<file path="src/rtl/fft_ctrl_pkg.sv">
// Shared constants, FSM state encoding and the bit-reversal helper for the
// 64-point in-place FFT controller.
package fft_ctrl_pkg;
  localparam int LOG2N = 6;
  localparam int N     = 64;

  typedef enum logic [2:0] {IDLE, LOAD, COMPUTE, DRAIN, UNLOAD, FLUSH} state_t;

  function automatic logic [5:0] bitrev6(input logic [5:0] v);
    logic [5:0] r;
    for (int i = 0; i < 6; i++) r[i] = v[5-i];
    return r;
  endfunction
endpackage

</file>
<file path="src/rtl/fft_addr_gen.sv">
// Radix-2 DIT butterfly addressing: stage/k to operand pair and twiddle index.
module fft_addr_gen (
  input  logic [2:0] stage,
  input  logic [4:0] k,
  output logic [5:0] addr_a,
  output logic [5:0] addr_b,
  output logic [4:0] tw_idx
);
  logic [5:0] span, pos, grp;

  always_comb begin
    span   = 6'd1 << stage;
    pos    = {1'b0, k} & (span - 6'd1);
    grp    = {1'b0, k} >> stage;
    // grp*2*span + pos, expressed as a shift since span is a power of two
    addr_a = (grp << (stage + 3'd1)) | pos;
    addr_b = addr_a + span;
    tw_idx = pos[4:0] << (3'd5 - stage);
  end
endmodule

</file>
<file path="src/rtl/inplace_fft_ctrl.sv">
// Sequencer for a 64-point in-place FFT: bit-reversed load, six butterfly
// stages with write-back delay line, then paired unload reads.
module inplace_fft_ctrl
  import fft_ctrl_pkg::*;
#(
  parameter int BF_LAT = 3,
  parameter int RD_LAT = 1
) (
  input  logic       clk,
  input  logic       rst,
  input  logic       start,
  input  logic       in_valid,
  output logic       load_wr_en,
  output logic [5:0] load_addr,
  output logic       bf_rd_en,
  output logic [5:0] bf_addr_a,
  output logic [5:0] bf_addr_b,
  output logic [4:0] tw_idx,
  output logic       bf_wr_en,
  output logic [5:0] bf_wr_addr_a,
  output logic [5:0] bf_wr_addr_b,
  output logic [2:0] stage,
  output logic       unload_rd_en,
  output logic [5:0] unload_addr0,
  output logic [5:0] unload_addr1,
  output logic       out_valid,
  output logic       busy,
  output logic       done
);
  state_t     state;
  logic [5:0] cnt;
  logic [2:0] stage_q;

  logic [BF_LAT-1:0]      bf_vld_pipe;
  logic [BF_LAT-1:0][5:0] wa_pipe, wb_pipe;
  logic [RD_LAT-1:0]      rd_vld_pipe;

  logic [5:0] ga, gb;
  logic [4:0] gtw;

  fft_addr_gen u_addr (
    .stage  (stage_q),
    .k      (cnt[4:0]),
    .addr_a (ga),
    .addr_b (gb),
    .tw_idx (gtw)
  );

  always_ff @(posedge clk) begin
    if (rst) begin
      state   <= IDLE;
      cnt     <= '0;
      stage_q <= '0;
    end else begin
      case (state)
        IDLE: begin
          cnt     <= '0;
          stage_q <= '0;
          if (start) state <= LOAD;
        end
        LOAD: if (in_valid) begin
          cnt <= cnt + 6'd1;
          if (cnt == 6'd63) state <= COMPUTE;
        end
        COMPUTE: begin
          cnt <= (cnt == 6'd31) ? 6'd0 : cnt + 6'd1;
          if (cnt == 6'd31) state <= DRAIN;
        end
        DRAIN: begin
          if (cnt == 6'(BF_LAT - 1)) begin
            cnt <= '0;
            if (stage_q == 3'd5) state <= UNLOAD;
            else begin
              stage_q <= stage_q + 3'd1;
              state   <= COMPUTE;
            end
          end else cnt <= cnt + 6'd1;
        end
        UNLOAD: begin
          cnt <= (cnt == 6'd31) ? 6'd0 : cnt + 6'd1;
          if (cnt == 6'd31) state <= FLUSH;
        end
        FLUSH: begin
          if (cnt == 6'(RD_LAT - 1)) begin
            cnt     <= '0;
            stage_q <= '0;
            state   <= IDLE;
          end else cnt <= cnt + 6'd1;
        end
        default: state <= IDLE;
      endcase
    end
  end

  // Delay lines carry already-gated values, so idle slots shift zeros.
  always_ff @(posedge clk) begin
    if (rst) begin
      bf_vld_pipe <= '0;
      wa_pipe     <= '0;
      wb_pipe     <= '0;
      rd_vld_pipe <= '0;
    end else begin
      bf_vld_pipe[0] <= bf_rd_en;
      wa_pipe[0]     <= bf_addr_a;
      wb_pipe[0]     <= bf_addr_b;
      for (int i = 1; i < BF_LAT; i++) begin
        bf_vld_pipe[i] <= bf_vld_pipe[i-1];
        wa_pipe[i]     <= wa_pipe[i-1];
        wb_pipe[i]     <= wb_pipe[i-1];
      end
      rd_vld_pipe[0] <= unload_rd_en;
      for (int i = 1; i < RD_LAT; i++) rd_vld_pipe[i] <= rd_vld_pipe[i-1];
    end
  end

  // load_addr tracks cnt for the whole LOAD phase so it holds across stalls.
  assign load_wr_en   = (state == LOAD) && in_valid;
  assign load_addr    = (state == LOAD) ? bitrev6(cnt) : 6'd0;
  assign bf_rd_en     = (state == COMPUTE);
  assign bf_addr_a    = bf_rd_en ? ga  : 6'd0;
  assign bf_addr_b    = bf_rd_en ? gb  : 6'd0;
  assign tw_idx       = bf_rd_en ? gtw : 5'd0;
  assign bf_wr_en     = bf_vld_pipe[BF_LAT-1];
  assign bf_wr_addr_a = wa_pipe[BF_LAT-1];
  assign bf_wr_addr_b = wb_pipe[BF_LAT-1];
  assign stage        = stage_q;
  assign unload_rd_en = (state == UNLOAD);
  assign unload_addr0 = unload_rd_en ? {cnt[4:0], 1'b0} : 6'd0;
  assign unload_addr1 = unload_rd_en ? {cnt[4:0], 1'b1} : 6'd0;
  assign out_valid    = rd_vld_pipe[RD_LAT-1];
  assign busy         = (state != IDLE);
  assign done         = (state == FLUSH) && (cnt == 6'(RD_LAT - 1));
endmodule
</file>
<file path="config.mk">
export PLATFORM = sky130hd
export DESIGN_NAME = inplace_fft_ctrl
export DESIGN_NICKNAME = d
export VERILOG_FILES = /design/src/rtl/fft_ctrl_pkg.sv /design/src/rtl/fft_addr_gen.sv /design/src/rtl/inplace_fft_ctrl.sv
export SDC_FILE = /design/constraint.sdc
export NUM_CORES = 1
export LEC_CHECK = 0
export ABC_AREA = 1
export ABC_CLOCK_PERIOD_IN_PS = 11350
export BUFFER_PORTS_ARGS = -buffer_cell sky130_fd_sc_hd__buf_2
export CORE_ASPECT_RATIO = 2
export CORE_UTILIZATION = 50
export CTS_CLUSTER_SIZE = 25
export DETAILED_ROUTE_END_ITERATION = 8
export GPL_ROUTABILITY_DRIVEN = 0
export MAX_ROUTING_LAYER = met4
export PLACE_DENSITY = 0.74
export SETUP_SLACK_MARGIN = 0.4
export SKIP_LAST_GASP = 1
export SYNTH_ARGS = -nofsm -noshare
export SYNTH_HDL_FRONTEND = slang
export SYNTH_SLANG_ARGS = --single-unit
</file>
<file path="constraint.sdc">
create_clock -name clk -period 11.35 [get_ports clk]
set_input_delay 3.405 -clock clk [delete_from_list [all_inputs] [get_ports clk]]
set_output_delay 3.405 -clock clk [all_outputs]
set_load 0.02 [all_outputs]
</file>
Word level (Yosys, flattened, before mapping)
Cells that the tools add are included.

word-level totals
  flip-flop bits (word level) = 52
  latch bits = 0
  bits in writable memories = 0
  ROM bits = 0
  logic and storage cells = 73
  memories kept = 0

operators by class
  add/sub/neg operators = 5
  multipliers = 0
  div/mod/pow operators = 0
  $lt $le $gt $ge = 0
  eq/ne operators = 17
  shifts and indexed selects = 4
  muxes and demuxes = 23
  bitwise operators = 2
  reduce and logical (&&, ||, !) cells = 11

operator list
  cell                                                                    count
  6-bit 2-to-1 mux                                                        9
  3-bit 2-to-1 mux                                                        10
  6-bit case mux with 5 select lines                                      1
  3-bit case mux with 6 select lines                                      1
  2-bit != test (second input constant)                                   6
  3-bit equality test (second input constant)                             3
  3-bit case mux with 3 select lines                                      1
  7-bit AND reduction                                                     1
  6-bit by 1-bit adder with 6-bit output (second input constant)          1
  6-bit adder                                                             1
  5-bit by 6-bit bitwise AND with 6-bit output                            1
  3-bit by 2-bit equality test with 1-bit output (second input constant)  2
  6-bit by 2-bit equality test with 1-bit output (second input constant)  1
  6-bit by 5-bit equality test with 1-bit output (second input constant)  1
  6-bit equality test (second input constant)                             1
  6-bit logical NOT                                                       1
  6-bit OR                                                                1
  3-bit nonzero test                                                      2
  1-bit by 3-bit left shift with 6-bit output (first input constant)      1
  6-bit by 3-bit left shift with 6-bit output                             1
  5-bit by 3-bit >> shifter with 6-bit output                             1
  6-bit by 1-bit subtractor with 6-bit output (second input constant)     1
  5-bit 2-to-1 mux                                                        1
  5-bit nonzero test                                                      1
  10 further kinds                                                        12

Depth between registers and ports, before layout
  word-level depth = 6
  mapped depth = 20
  depth with buffers taken out = 20

By module
A second synthesis with hierarchy kept.

unflattened totals
  cells, all modules = 486
  area, all modules = 3246.9 um2

modules (own cells, without submodules)
  module            times used  cells each  area each (um2)
  inplace_fft_ctrl  1           325         2353.5
  fft_addr_gen      1           161         893.4

Worst setup path before layout
OpenSTA, ideal clock, no wires.

  path kind = input port to output port
  from = input in_valid
  to = output load_wr_en
  arrival = 3730 ps
  required time = 7945 ps
  setup slack = 4215 ps
  stages = 2
  buffers on the path = 0
  path through = inv_1 nor2_1

between the ends
  cells in the longest elaborated chain, start to end = 1

ends and longest elaborated chain
  item                RTL line                 RTL
  start: declaration  inplace_fft_ctrl.sv:12   input logic in_valid,
  1-bit logical AND   inplace_fft_ctrl.sv:117  assign load_wr_en = (state == LOAD) && in_valid;
  end: declaration    inplace_fft_ctrl.sv:13   output logic load_wr_en,

No other way between the ends.

Worst setup path after layout
  from = register stage_q[0], in the netlist stage[0]
  to = output bf_addr_b[5]

between the ends
  cells in the longest elaborated chain, start to end = 6
  elaborated cells on any way between the ends = 9

ends and longest elaborated chain
  item                                          RTL line                 RTL
  start: declaration                            inplace_fft_ctrl.sv:32   logic [2:0] stage_q;
  start signal: assignment                      inplace_fft_ctrl.sv:74   stage_q <= stage_q + 3'd1;
  1-bit by 3-bit left shift with 6-bit output   fft_addr_gen.sv:12       span = 6'd1 << stage;
  6-bit by 1-bit subtractor with 6-bit output   fft_addr_gen.sv:13       pos = {1'b0, k} & (span - 6'd1);
  5-bit by 6-bit bitwise AND with 6-bit output  fft_addr_gen.sv:13
  6-bit OR                                      fft_addr_gen.sv:16       addr_a = (grp << (stage + 3'd1)) | pos;
  6-bit adder (*)                               fft_addr_gen.sv:17       addr_b = addr_a + span;
  6-bit 2-to-1 mux (*)                          inplace_fft_ctrl.sv:121  assign bf_addr_b = bf_rd_en ? gb : 6'd0;
  end: declaration                              inplace_fft_ctrl.sv:17   output logic [5:0] bf_addr_b,

Mark *: on every way between the ends. The rest lies on a longest branch, timed or not.

==> metrics <==
Die Ht 110 um; Worst Setup End Kind primary output; WP data required 7950 ps; Ys Warns 0; first-pass GRT wire length 10800 um; Worst Hold Class reg -> reg; initial antenna violation count 0; utilization after layout 57.6%; met2 wire length 3760 um; initial core utilization 51.8%; P_sw 0.277 mW; WP data arrival 3860 ps; crit path launch stage[0]; Fin Setup TNS 0 ps; hold-fix buffers at CTS 0; total CTS buffers 5; worst setup margin 4080 ps; CTS tree done; final setup vio count 0; Final min period 7270 ps; Total Routing Usage GR 23.2%; DR pass1 iterations 4; via count 2754; Hold Violations, Final 0; Tot Pwr 0.664 mW; sw frac 41.7%; FF-to-FF Start stage[0]; number of diodes 0; Max Buffers Root-to-Sink 2; remaining global-route overflow 0; Die ar. 6190 um2; Worst Setup Start Kind register; period utilization 64.0%; Final ANT Viol Nets 0; I/O pins 61; Mapped Cells 434; drt wl/cell 12.4 um; Comb pwr share 41.0%; DP Worst Slack 4160 ps; DRT met1 WL 2210 um; RSZ-0062 raised after global routing no; Core Footprint 5660 um2; area growth from synthesis to layout 11.2%; Clock Skew 5.03 ps; Vias/cell 5.21; Post-route DRC 0; P_int 0.387 mW; vias in the first global route 2610; Final Max Slew Viols 0; # resized after CTS 0; Total Routed Length 6570 um; Die Span X 56.2 um; max-capacitance violation count 0; Iter 0 DRT Violations 55; Post-DP HPWL 5240 um; Syn Nets 454; status finished, final reports clean; share of post-route cells with drive strength above 1 18.2%; Clock Latency Late Sink 300 ps; worst min-delay path startpoint wb_pipe[6]; Clock power frac 26.3%; fmax 0.138 GHz; worst-margin pin slew 640 ps; Flop pwr share 32.7%; Mapped Area 2930 um2; worst hold slack 400 ps; Peak supply drop 0.000180 V; post-synth cell types 36; CP max FO 18; Slew Limit Headroom 57.3%; PortBufs 59; setup bufs post-CTS 0; flops & latches, synth 52; clk sink count 52; LEAKAGE 1.62 nW; mean post-synth cell area 6.76 um2; largest net degree at the start of global routing 36; num rows 39; WS Path Type reg -> out; power per cell area 204 nW/um2; H-tree lvl count 2; Nets 487; top layer in use met4; Root Driver clkbuf_16; Met3 Wirelength 219 um; clock slew at reported path FFs 70 ps; proportion of synthesized chip area in sequential cells 35.5%
[worst max-delay path: stages, from the launching register on]
cell,delay [ps]
dfxtp_1,730
inv_2,280
ha_1,280
nand2_1,130
ha_1,200
nand3_1,110
o21ai_0,370
nand2_1,110
ha_1,350
nand2_1,70
inv_1,60
nand4_1,110
nand3_1,90
nand3_1,70
nand2_1,150
nand3_1,110
a21oi_1,160
buf_2,190
[registers in the layout, indices dropped and copies added, names as in the netlist]
| name | cells |
|---|---|
| stage | 3 |
| bf_wr_addr_b | 6 |
| wa_pipe | 12 |
| bf_vld_pipe | 3 |
| cnt | 6 |
| bf_wr_addr_a | 6 |
| state | 3 |
| out_valid | 1 |
| wb_pipe | 12 |
[power by group through the flow]
stage / logic (mW) / registers (mW) / clock network [mW]
after floorplan: 0.218 / 0.213 / 0
after global placement: 0.269 / 0.220 / 0
after detailed placement: 0.272 / 0.221 / 0
after CTS: 0.273 / 0.217 / 0.177
after global routing: 0.308 / 0.220 / 0.183
final: 0.272 / 0.217 / 0.175
[cells by family (layout without fill, tap and decap cells)]
| group | count (synthesis) | in the layout | synth area share, % |
|---|---|---|---|
| buf+inv | 108 | 142 | 17.0 |
| simple gates | 206 | 206 | 30.5 |
| fa+ha+maj | 16 | 16 | 7.08 |
| xor+xnor | 2 | 2 | 0.597 |
| flops | 52 | 52 | 35.5 |
| compound gates | 49 | 49 | 9.26 |
| other cells | 1 | 1 | 0.128 |
[cells in the mapped netlist]
cell type / number / area (um2)
o21a_2: 1 / 8.76
clkbuf_1: 6 / 22.5
or2_1: 1 / 6.26
nor2_2: 3 / 18.8
nand2_2: 3 / 18.8
nand4_1: 7 / 43.8
nand3_2: 1 / 10.0
fa_1: 1 / 20.0
o21ai_0: 16 / 80.1
inv_1: 67 / 251
xor2_1: 2 / 17.5
nor4_1: 2 / 12.5
nand3_1: 33 / 165
conb_1: 1 / 3.75
nor3_4: 2 / 32.5
o21ai_2: 1 / 8.76
nor2_1: 80 / 300
o21bai_1: 1 / 7.51
buf_2: 4 / 20.0
ha_1: 15 / 188
a41oi_1: 1 / 8.76
dfxtp_1: 52 / 1040
a21oi_1: 21 / 105
o22ai_1: 2 / 12.5
o31ai_1: 1 / 7.51
nand2_1: 70 / 263
buf_4: 23 / 173
clkinv_2: 1 / 5.00
inv_2: 6 / 22.5
clkinv_1: 1 / 3.75
o2111ai_1: 1 / 8.76
o211ai_1: 1 / 7.51
and2_1: 2 / 12.5
nor3_1: 2 / 10.0
a31oi_1: 1 / 6.26
o21ai_1: 2 / 10.0
[through the flow]
step / cells / cell area [um2]
6_report: 529 / 3260
2_1_floorplan: 434 / 2930
4_1_cts: 529 / 3260
5_1_grt: 529 / 3260
3_5_place_dp: 521 / 3090
3_3_place_gp: 521 / 3090
[cell usage in the layout, fill, tap and decap left out, drive strengths merged, types with 7 or more instances in the layout]
master | Yosys | final
a21oi | 21 | 21
buf | 27 | 59
dfxtp | 52 | 52
ha | 15 | 15
inv | 73 | 74
nand2 | 73 | 73
nand3 | 34 | 34
nand4 | 7 | 7
nor2 | 83 | 83
o21ai | 19 | 19
[layout make-up]
class / count / area (um2)
multi-input cells: 274 / 1390
well taps: 61 / 76.3
inverters: 75 / 283
flip-flops and latches: 52 / 1040
fillers: 575 / 2400
repair buffers: 59 / 295
clock buffers: 5 / 125
clock inverters: 3 / 46.3
[worst paths after layout]
path	endpoint	slack, ps	cells after the start
max	bf_addr_b[5]	4080	17
min	bf_wr_addr_b[0]	400	2
min reg2reg	bf_wr_addr_b[0]	400	2
max reg2reg	wb_pipe[5]	7920	16
[layer usage]
metal	vias to the layer above	global-route usage, %
met1	1251	18.6
met4	0	16.6
met3	25	3.50
li1	1399	-
met5	-	-
met2	79	46.1
Power figures use the tool's default switching activity.
